## config.mk

```make
export PLATFORM = sky130hd
export DESIGN_NAME = imm_ext_pipe
export DESIGN_NICKNAME = d
export VERILOG_FILES = /design/src/rtl/imm_ext_pkg.sv /design/src/rtl/imm_ext_core.sv /design/src/rtl/imm_ext_pipe.sv
export SDC_FILE = /design/constraint.sdc
export NUM_CORES = 1
export LEC_CHECK = 0
export CAP_MARGIN = 25
export CORE_UTILIZATION = 44
export DETAILED_ROUTE_END_ITERATION = 6
export GPL_TIMING_DRIVEN = 0
export HOLD_SLACK_MARGIN = 0.12
export PLACE_DENSITY = 0.78
export SYNTH_ARGS = -nofsm -noshare
export SYNTH_HDL_FRONTEND = slang
export SYNTH_SLANG_ARGS = --single-unit
```

## constraint.sdc

```tcl
create_clock -name clk -period 1.7 [get_ports clk]
set_input_delay 0.34 -clock clk [delete_from_list [all_inputs] [get_ports clk]]
set_output_delay 0.34 -clock clk [all_outputs]
set_load 0.005 [all_outputs]
```

## src/rtl/imm_ext_pkg.sv

```systemverilog
// Shared definitions for the immediate-extension pipe.
// Latency: n/a (types, constants and a width helper only).
// Backpressure: n/a.
// Contents: field-width select encodings, FSM state enum, sel -> width helper.
package imm_ext_pkg;

  // Field-width select encodings carried on the sel input.
  localparam logic [1:0] SEL_W3   = 2'b00;
  localparam logic [1:0] SEL_W5   = 2'b01;
  localparam logic [1:0] SEL_W8   = 2'b10;
  localparam logic [1:0] SEL_WMAX = 2'b11;

  // Long-immediate tracking: HELD means an upper half is waiting for its suffix.
  typedef enum logic [0:0] {
    ST_IDLE = 1'b0,
    ST_HELD = 1'b1
  } imm_state_t;

  // Number of significant field bits for a normal beat.
  function automatic int unsigned sel_width(input logic [1:0] s, input int unsigned wmax);
    int unsigned w;
    w = wmax;
    case (s)
      SEL_W3:   w = 3;
      SEL_W5:   w = 5;
      SEL_W8:   w = 8;
      default:  w = wmax;
    endcase
    return w;
  endfunction

endpackage

```

## src/rtl/imm_ext_core.sv

```systemverilog
// Combinational extend-and-shift of a value whose significant width is chosen at run time.
// Latency: 0 cycles (pure combinational).
// Backpressure: none; the caller owns all flow control.
// Ports: val/w   - raw value and number of significant LSBs (bits above w ignored)
//        is_signed - sign-extend from bit w-1 when set, else zero-extend
//        shift   - left shift 0..3 applied after extension, truncated to XLEN
//        imm     - XLEN-wide result
module imm_ext_core #(
  parameter int XLEN = 32,
  parameter int VW   = 22,
  parameter int W_W  = $clog2(VW + 1)
) (
  input  logic [VW-1:0]   val,
  input  logic [W_W-1:0]  w,
  input  logic            is_signed,
  input  logic [1:0]      shift,
  output logic [XLEN-1:0] imm
);

  localparam int IW = $clog2(VW);

  logic [XLEN-1:0] val_x;
  logic [XLEN-1:0] hi_mask;
  logic [IW-1:0]   msb_idx;
  logic            sbit;
  logic [XLEN-1:0] ext;

  always_comb begin
    val_x   = XLEN'(val);
    // Ones in every bit position at or above w: these get replaced by the fill bit.
    hi_mask = {XLEN{1'b1}} << w;
    msb_idx = IW'(w - W_W'(1));
    sbit    = is_signed && val[msb_idx];
    ext     = (val_x & ~hi_mask) | (sbit ? hi_mask : '0);
    imm     = ext << shift;
  end

endmodule

```

## src/rtl/imm_ext_pipe.sv

```systemverilog
// Pipelined immediate extension: one field per beat, optional prefix/suffix long-immediate merge.
// Latency: 1 cycle from accepted normal/suffix beat to registered out_valid/imm_out.
// Backpressure: in_ready = !flush && (!out_valid || out_ready); a stalled output holds imm_out and prefix state.
// Ports: clk, rst_n (async active-low), flush (sync discard of held prefix and output),
//        in_valid/in_ready/imm_in/sel/is_signed/shift/prefix (input beat),
//        out_valid/out_ready/imm_out (output beat), prefix_ovr (pulse: held prefix replaced).
// Build option: define IMM_EXT_PREFIX_EN to enable prefix/suffix merging; otherwise prefix is ignored.
module imm_ext_pipe
  import imm_ext_pkg::*;
#(
  parameter int XLEN = 32,
  parameter int IN_W = 11
) (
  input  logic            clk,
  input  logic            rst_n,
  input  logic            flush,
  input  logic            in_valid,
  output logic            in_ready,
  input  logic [IN_W-1:0] imm_in,
  input  logic [1:0]      sel,
  input  logic            is_signed,
  input  logic [1:0]      shift,
  input  logic            prefix,
  output logic            out_valid,
  input  logic            out_ready,
  output logic [XLEN-1:0] imm_out,
  output logic            prefix_ovr
);

  localparam int VW  = 2 * IN_W;
  localparam int W_W = $clog2(VW + 1);

  logic            accept;
  logic            load_out;
  logic [VW-1:0]   core_val;
  logic [W_W-1:0]  core_w;
  logic [XLEN-1:0] core_imm;
  logic [W_W-1:0]  norm_w;

  assign in_ready = !flush && (!out_valid || out_ready);
  assign accept   = in_valid && in_ready;
  assign norm_w   = W_W'(sel_width(sel, IN_W));

`ifdef IMM_EXT_PREFIX_EN

  imm_state_t      state_q, state_nxt;
  logic [IN_W-1:0] pfx_q;
  logic            ovr_q;
  logic            is_suffix;

  assign is_suffix = (state_q == ST_HELD) && !prefix;
  assign load_out  = accept && !prefix;

  always_comb begin
    state_nxt = state_q;
    case (state_q)
      ST_IDLE: if (accept && prefix)  state_nxt = ST_HELD;
      ST_HELD: if (accept && !prefix) state_nxt = ST_IDLE;
      default: state_nxt = ST_IDLE;
    endcase
    if (flush) state_nxt = ST_IDLE;
  end

  always_ff @(posedge clk or negedge rst_n) begin
    if (!rst_n) begin
      state_q <= ST_IDLE;
      pfx_q   <= '0;
      ovr_q   <= 1'b0;
    end else begin
      state_q <= state_nxt;
      ovr_q   <= accept && prefix && (state_q == ST_HELD);
      if (flush) begin
        pfx_q <= '0;
      end else if (accept && prefix) begin
        pfx_q <= imm_in;
      end
    end
  end

  // A suffix ignores sel: the merged value always spans both halves.
  always_comb begin
    core_val = VW'(imm_in);
    core_w   = norm_w;
    if (is_suffix) begin
      core_val = {pfx_q, imm_in};
      core_w   = W_W'(VW);
    end
  end

  assign prefix_ovr = ovr_q;

`else

  logic unused_prefix;
  assign unused_prefix = prefix;

  assign load_out   = accept;
  assign core_val   = VW'(imm_in);
  assign core_w     = norm_w;
  assign prefix_ovr = 1'b0;

`endif

  imm_ext_core #(
    .XLEN (XLEN),
    .VW   (VW),
    .W_W  (W_W)
  ) u_core (
    .val       (core_val),
    .w         (core_w),
    .is_signed (is_signed),
    .shift     (shift),
    .imm       (core_imm)
  );

  // Output register refills on the same edge it drains.
  always_ff @(posedge clk or negedge rst_n) begin
    if (!rst_n) begin
      out_valid <= 1'b0;
      imm_out   <= '0;
    end else if (flush) begin
      out_valid <= 1'b0;
    end else if (load_out) begin
      out_valid <= 1'b1;
      imm_out   <= core_imm;
    end else if (out_ready) begin
      out_valid <= 1'b0;
    end
  end

endmodule

```

After elaboration in Yosys (flattened, before gate mapping):

Cells that the tools add are included.
Widths: inputs -> output; s select.

* add/subtract/negate cells: 1
* $mul: 0
* div/mod/pow operators: 0
* order comparisons: 1
* equality and inequality tests: 2
* shift-type cells: 2
* mux-type cells: 7
* bitwise gates (word level): 4
* reduce and logical (&&, ||, !) cells: 9

Operator list (number)
* $and 11x32->32: 1
* $mux 32: 1
* $not 32->32: 1
* $or 32x32->32: 1
* $shl 32x2->32: 1
* $shl 32x4->32 const A: 1
* $pmux 4 s3: 1
* $lt 5x6->1 const B: 1
* $bmux 1 s5: 1
* $sub 4x1->5 const B: 1
* $mux 1: 4
* $logic_and 1x1->1: 3
* $reduce_bool 3->1: 1
* $eq 2x1->1 const B: 1
* $eq 2x2->1 const B: 1
* $logic_not 1->1: 2
* $logic_not 2->1: 1
* $reduce_and 2->1: 1
* $logic_or 1x1->1: 1
* $not 1->1: 1

* bits in registers: 33
* latch bits: 0
* memory bits (writable): 0
* bits in read-only memories: 0
* input bits: 22
* output and inout bits: 35
* logic and storage cells: 28
* memories kept: 0

Depth between registers and ports, before layout:

* depth in word-level cells: 9
* mapped depth: 10
* mapped depth without buffers: 8

Cells and area by module:

From an unflattened synthesis, not the netlist that was laid out.

* cells, all modules: 336
* area total of the unflattened synthesis: 3047.9 um^2

Modules (own cells, without submodules)
* imm_ext_core: times used 1, cells each 253, area each 1705.4 um^2, sequential area each 0.0 um^2
* imm_ext_pipe: times used 1, cells each 83, area each 1342.5 um^2, sequential area each 825.8 um^2

Worst setup path before layout:

Ideal clock, no wire load.

* path kind: input port to flip-flop
* start point: input sel[0]
* end point: register imm_out[11]
* setup time: 126 ps
* data arrival time: 2170 ps
* data required time: 1574 ps
* slack: -596 ps
* stages: 9
* path buffers: 1
* cell sequence: inv_1 -> ha_1 -> buf_6 -> mux4_2 -> or2_4 -> a41oi_4 -> mux2_2 -> nor2_1 -> a221o_1

* longest elaborated chain between the ends: 9
* elaborated cells between the ends (all ways): 14
* those cells by class: 1 x add/sub; 2 x eq/ne; 2 x shift; 4 x mux; 3 x bitwise; 2 x reduce/logical

RTL lines
* start: declaration: RTL line imm_ext_pipe.sv:20 `input logic [1:0] sel,`
* $eq 2x2->1 (tied with other cells): RTL line imm_ext_pkg.sv:23 `case (s)`
* $pmux 4 s3 (*): RTL line imm_ext_pkg.sv:23
* $sub 4x1->5: RTL line imm_ext_core.sv:32 `msb_idx = IW'(w - W_W'(1));`
* $bmux 1 s5: RTL line imm_ext_core.sv:33 `sbit = is_signed && val[msb_idx];`
* $mux 1 (implied by the code): RTL line imm_ext_core.sv:33
* $logic_and 1x1->1: RTL line imm_ext_core.sv:33
* $mux 32: RTL line imm_ext_core.sv:34 `ext = (val_x & ~hi_mask) | (sbit ? hi_mask : '0);`
* $or 32x32->32 (*): RTL line imm_ext_core.sv:34
* $shl 32x2->32 (*): RTL line imm_ext_core.sv:35 `imm = ext << shift;`
* end signal: assignment: RTL line imm_ext_pipe.sv:125 `imm_out <= core_imm;`
* end: declaration: RTL line imm_ext_pipe.sv:26 `output logic [XLEN-1:0] imm_out,`

Every way passes the cells marked *; elsewhere a longest branch is shown, timed or not. The select of a mux whose other input is x is not followed.
A chain may end at the register's enable or synchronous reset.

Worst setup path after layout:

* start point: input sel[1]
* end point: register imm_out[13]

Same word-level chain as after synthesis.

==> impl_metrics.csv <==
group,metric,value,unit
worst_setup_path,reg2reg_from,"out_valid$_DFFE_PN0P_",
pwr,ir_drop,0.320,mV
synth,synth_area_per_cell,8.86,um2
sta,max_slew_margin,42.3,%
sta,fin_tns_setup,-3.60,ns
run_status,violations,"setup timing",
sta,min_period_over_period,116,%
sta,finalSetupViolCount,16,
finish,post-route-util,78.0,%
synth,synth_top_area_share,33.6,%
synth,yosysMostFrequentCell,"nand2_1",
synth,synth_edf_count,0,
placement,dpl.hpwl,2.88,mm
placement,place_congestion,0.862,
sta,min_period,1.97,ns
clock_network,clk_path_buf_depth,2,
worst_setup_path,r2r_setup_slack,0.07,ns
synth,synthTopCellsByArea,"dfrtp_1 (34%), buf_4 (7.1%), mux2i_1 (6.7%)",
pwr,power.density,695,nW/um2
synth,yosysTopAreaCell,"dfrtp_1",
sta,fin_ws,-0.267,ns
detailed_routing,drc,0,
grt,grt_max_degree,21,
synth,netlist_top_cells_count,"nand2_1 (22), dfrtp_1 (20), buf_4 (14), nor2_1 (13)",
floorplan,die_h,60.1,um
floorplan,initial_utilization,47.6,%
synth,seq_area_frac_synth,33.6,%
worst_setup_path,max_stage_delay,0.48,ns
worst_setup_path,reg2reg_to,"imm_out[4]$_DFFE_PN0P_",
clock_network,insertion_delay,0.30,ns
sta,tightest_slew,0.863,ns
job,drv_cap,0,
worst_setup_path,cp.arrival,2.17,ns
finish,regArea,502,um2
floorplan,fp.dieW,60.1,um
min_path,holdCritStartpoint,"imm_out[4]$_DFFE_PN0P_",
grt,grt_pass1_wl,5.82,mm
synth,synth_warnings,0,
worst_setup_path,r2r_cells,8,
clock_network,cts_tree,"yes",
worst_setup_path,crit_chain,"buf_12 -> clkinv_8 -> ha_4 -> mux4_2 -> and4b_1 -> a41oi_4 -> buf_8 -> buf_4 -> o41ai_2 -> a31o_1",
clock_network,cts_sinks,20,
sta,finClkSkew,0.00781,ns
worst_setup_path,worst_ep_required_time,1.91,ns
clock_network,clockRootBuffer,"clkbuf_4",
worst_setup_path,critical_path.startpoint,"sel[1]",
sta,max_freq,508,MHz
sta,worst_hold_slack,0.484,ns
synth,ys_ff_latch,20,
synth,synth.cell_area,1490,um2
finish,n_antenna_cell,0,
clock_network,cts_buffers,3,
synth,synth_top_flop_cell,"dfrtp_1",
finish,multi_input_comb_area,953,um2
grt,antenna_found_initial,0,
worst_setup_path,critPathCaptureType,"flop",
detailed_routing,wl,3.94,mm
min_path,holdPathStages,2,
finish,fin_nets,268,
worst_setup_path,critical_path_class,"input port to flop",
min_path,hold_path.class,"flop to flop",
sta,final_max_slew_viol_count,0,
sta,hold_viol,0,
floorplan,dieArea,3620,um2
grt,globalRouteOverflowTotal,0,
synth,async_flop_share,100,%
detailed_routing,avgViaCountPerCell,5.28,
clock_network,path_clk_slew,0.12,ns
synth,synthesis.nets,197,
sta,rsz0062_at_grt,"yes",
detailed_routing,post_drt_wl_per_cell,14.0,um
placement,io_buffers,54,
pwr,power_leakage,1.19,nW
detailed_routing,antenna_left,0,
worst_setup_path,critPathLaunchType,"input port",
grt,track_usage,21.9,%
finish,layout-drive-gt1-share,29.8,%
synth,synthCells,168,
clock_network,h-tree-depth,1,
finish,nFillCells,228,
floorplan,core-area,3130,um2
worst_setup_path,crit_fanout,8,
worst_setup_path,slowest_stage,"mux4_2",
run_status,status,"complete, but fails checks",
min_path,hold_path_end,"imm_out[4]$_DFFE_PN0P_",
floorplan,io_pins,57,
detailed_routing,drt-initial-drc-count,34,
finish,area_growth,64.1,%
grt,grt_pass1_vias,1357,
detailed_routing,drt-pass1-iter-count,4,
floorplan,rows,20,
synth,synth_cell_type_count,41,
placement,dp_slack,-1.45,ns
detailed_routing,vias,1489,
flip-flops by register name (all words and copies together), names as in the netlist:
register and count:
imm_out 19, out_valid 1
report_power, final:
group,total (W),internal [W],switching [W]
clock network,0.000277,0.000131,0.000146
registers,0.000598,0.000555,0.0000430
logic,0.000822,0.000496,0.000326
final cells by class:
| type | count | area share [%] |
|---|---|---|
| flip-flops and latches | 20 | 20.6 |
| clock buffers | 4 | 1.49 |
| plain buffers | 23 | 6.56 |
| inverters | 4 | 1.64 |
| well taps | 44 | 2.26 |
| repair buffers | 68 | 28.4 |
| multi-input cells | 119 | 39.1 |
per-layer routing:
metal | vias to the layer above | routed length [um] | GRT usage (%)
met5 | - | 0 | 0
met4 | 0 | 77 | 14.3
met3 | 6 | 174 | 2.81
met2 | 57 | 2020 | 37.7
met1 | 709 | 1660 | 25.2
li1 | 717 | - | -
metrics by stage:
| step | power (W) | cells | instance area [um2] |
|---|---|---|---|
| after floorplan | 0.000949 | 168 | 1550 |
| after global placement | 0.00133 | 266 | 2150 |
| after detailed placement | 0.00135 | 266 | 2150 |
| after CTS | 0.00165 | 278 | 2270 |
| after global routing | 0.00180 | 282 | 2440 |
| final | 0.00170 | 282 | 2440 |
logic make-up after synthesis:
group                    count (synthesis)  synth area share (%)
AND/OR/NAND/NOR                         54                  17.0
AO/OA/AOI/OAI                           44                  20.7
buffers and inverters                   29                  12.0
flip-flops                              20                  33.6
multiplexers                            13                  10.5
adder cells (fa/ha/maj)                  7                  5.89
other                                    1                 0.252
how the worst max path moves through the flow:
stage | to | cells after the start | slack, ns
detailed placement | imm_out[10]$_DFFE_PN0P_ | 10 | -1.45
global placement | imm_out[10]$_DFFE_PN0P_ | 10 | -1.41
floorplan | imm_out[11]$_DFFE_PN0P_ | 9 | -0.48
global route | imm_out[10]$_DFFE_PN0P_ | 10 | -0.33
CTS | imm_out[6]$_DFFE_PN0P_ | 10 | -0.26
finish | imm_out[13]$_DFFE_PN0P_ | 10 | -0.27
layout by cell type, fill, tap and decap left out, drive strengths merged:
cell / count
and4b: 1
clkinv: 1
inv: 3
and2: 1
mux4: 2
a32o: 1
or2: 2
dlygate4sd2: 11
nand2: 22
buf: 33
a21oi: 10
mux2: 1
o41ai: 1
nand3b: 1
clkdlybuf4s50: 27
dlymetal6s2s: 14
nand3: 6
a22oi: 1
o2bb2ai: 1
a31o: 1
nor2: 13
a21o: 3
o21a: 3
o31ai: 2
conb: 1
ha: 7
a211oi: 6
dfrtp: 20
o211ai: 1
nand2b: 2
a221o: 1
nor3: 1
clkbuf: 10
o21ai: 12
a41oi: 1
nor2b: 3
mux2i: 10
or3b: 1
nor3b: 1
repair_timing:
item / in CTS / in global routing
buffers inserted: 10 / 4
hold buffers: 0 / 0
pin swaps: 13 / 11
gates resized for setup: 36 / 48
endpoints found under the setup margin: 34 / 33
worst max-delay path, delay by kind of cell:
family | cells | cell delay, ns
compound gates | 3 | 0.52
mux | 1 | 0.48
buf+inv | 4 | 0.47
simple gates | 1 | 0.21
fa+ha+maj | 1 | 0.13
No activity file was read; power rests on OpenSTA's default activity.
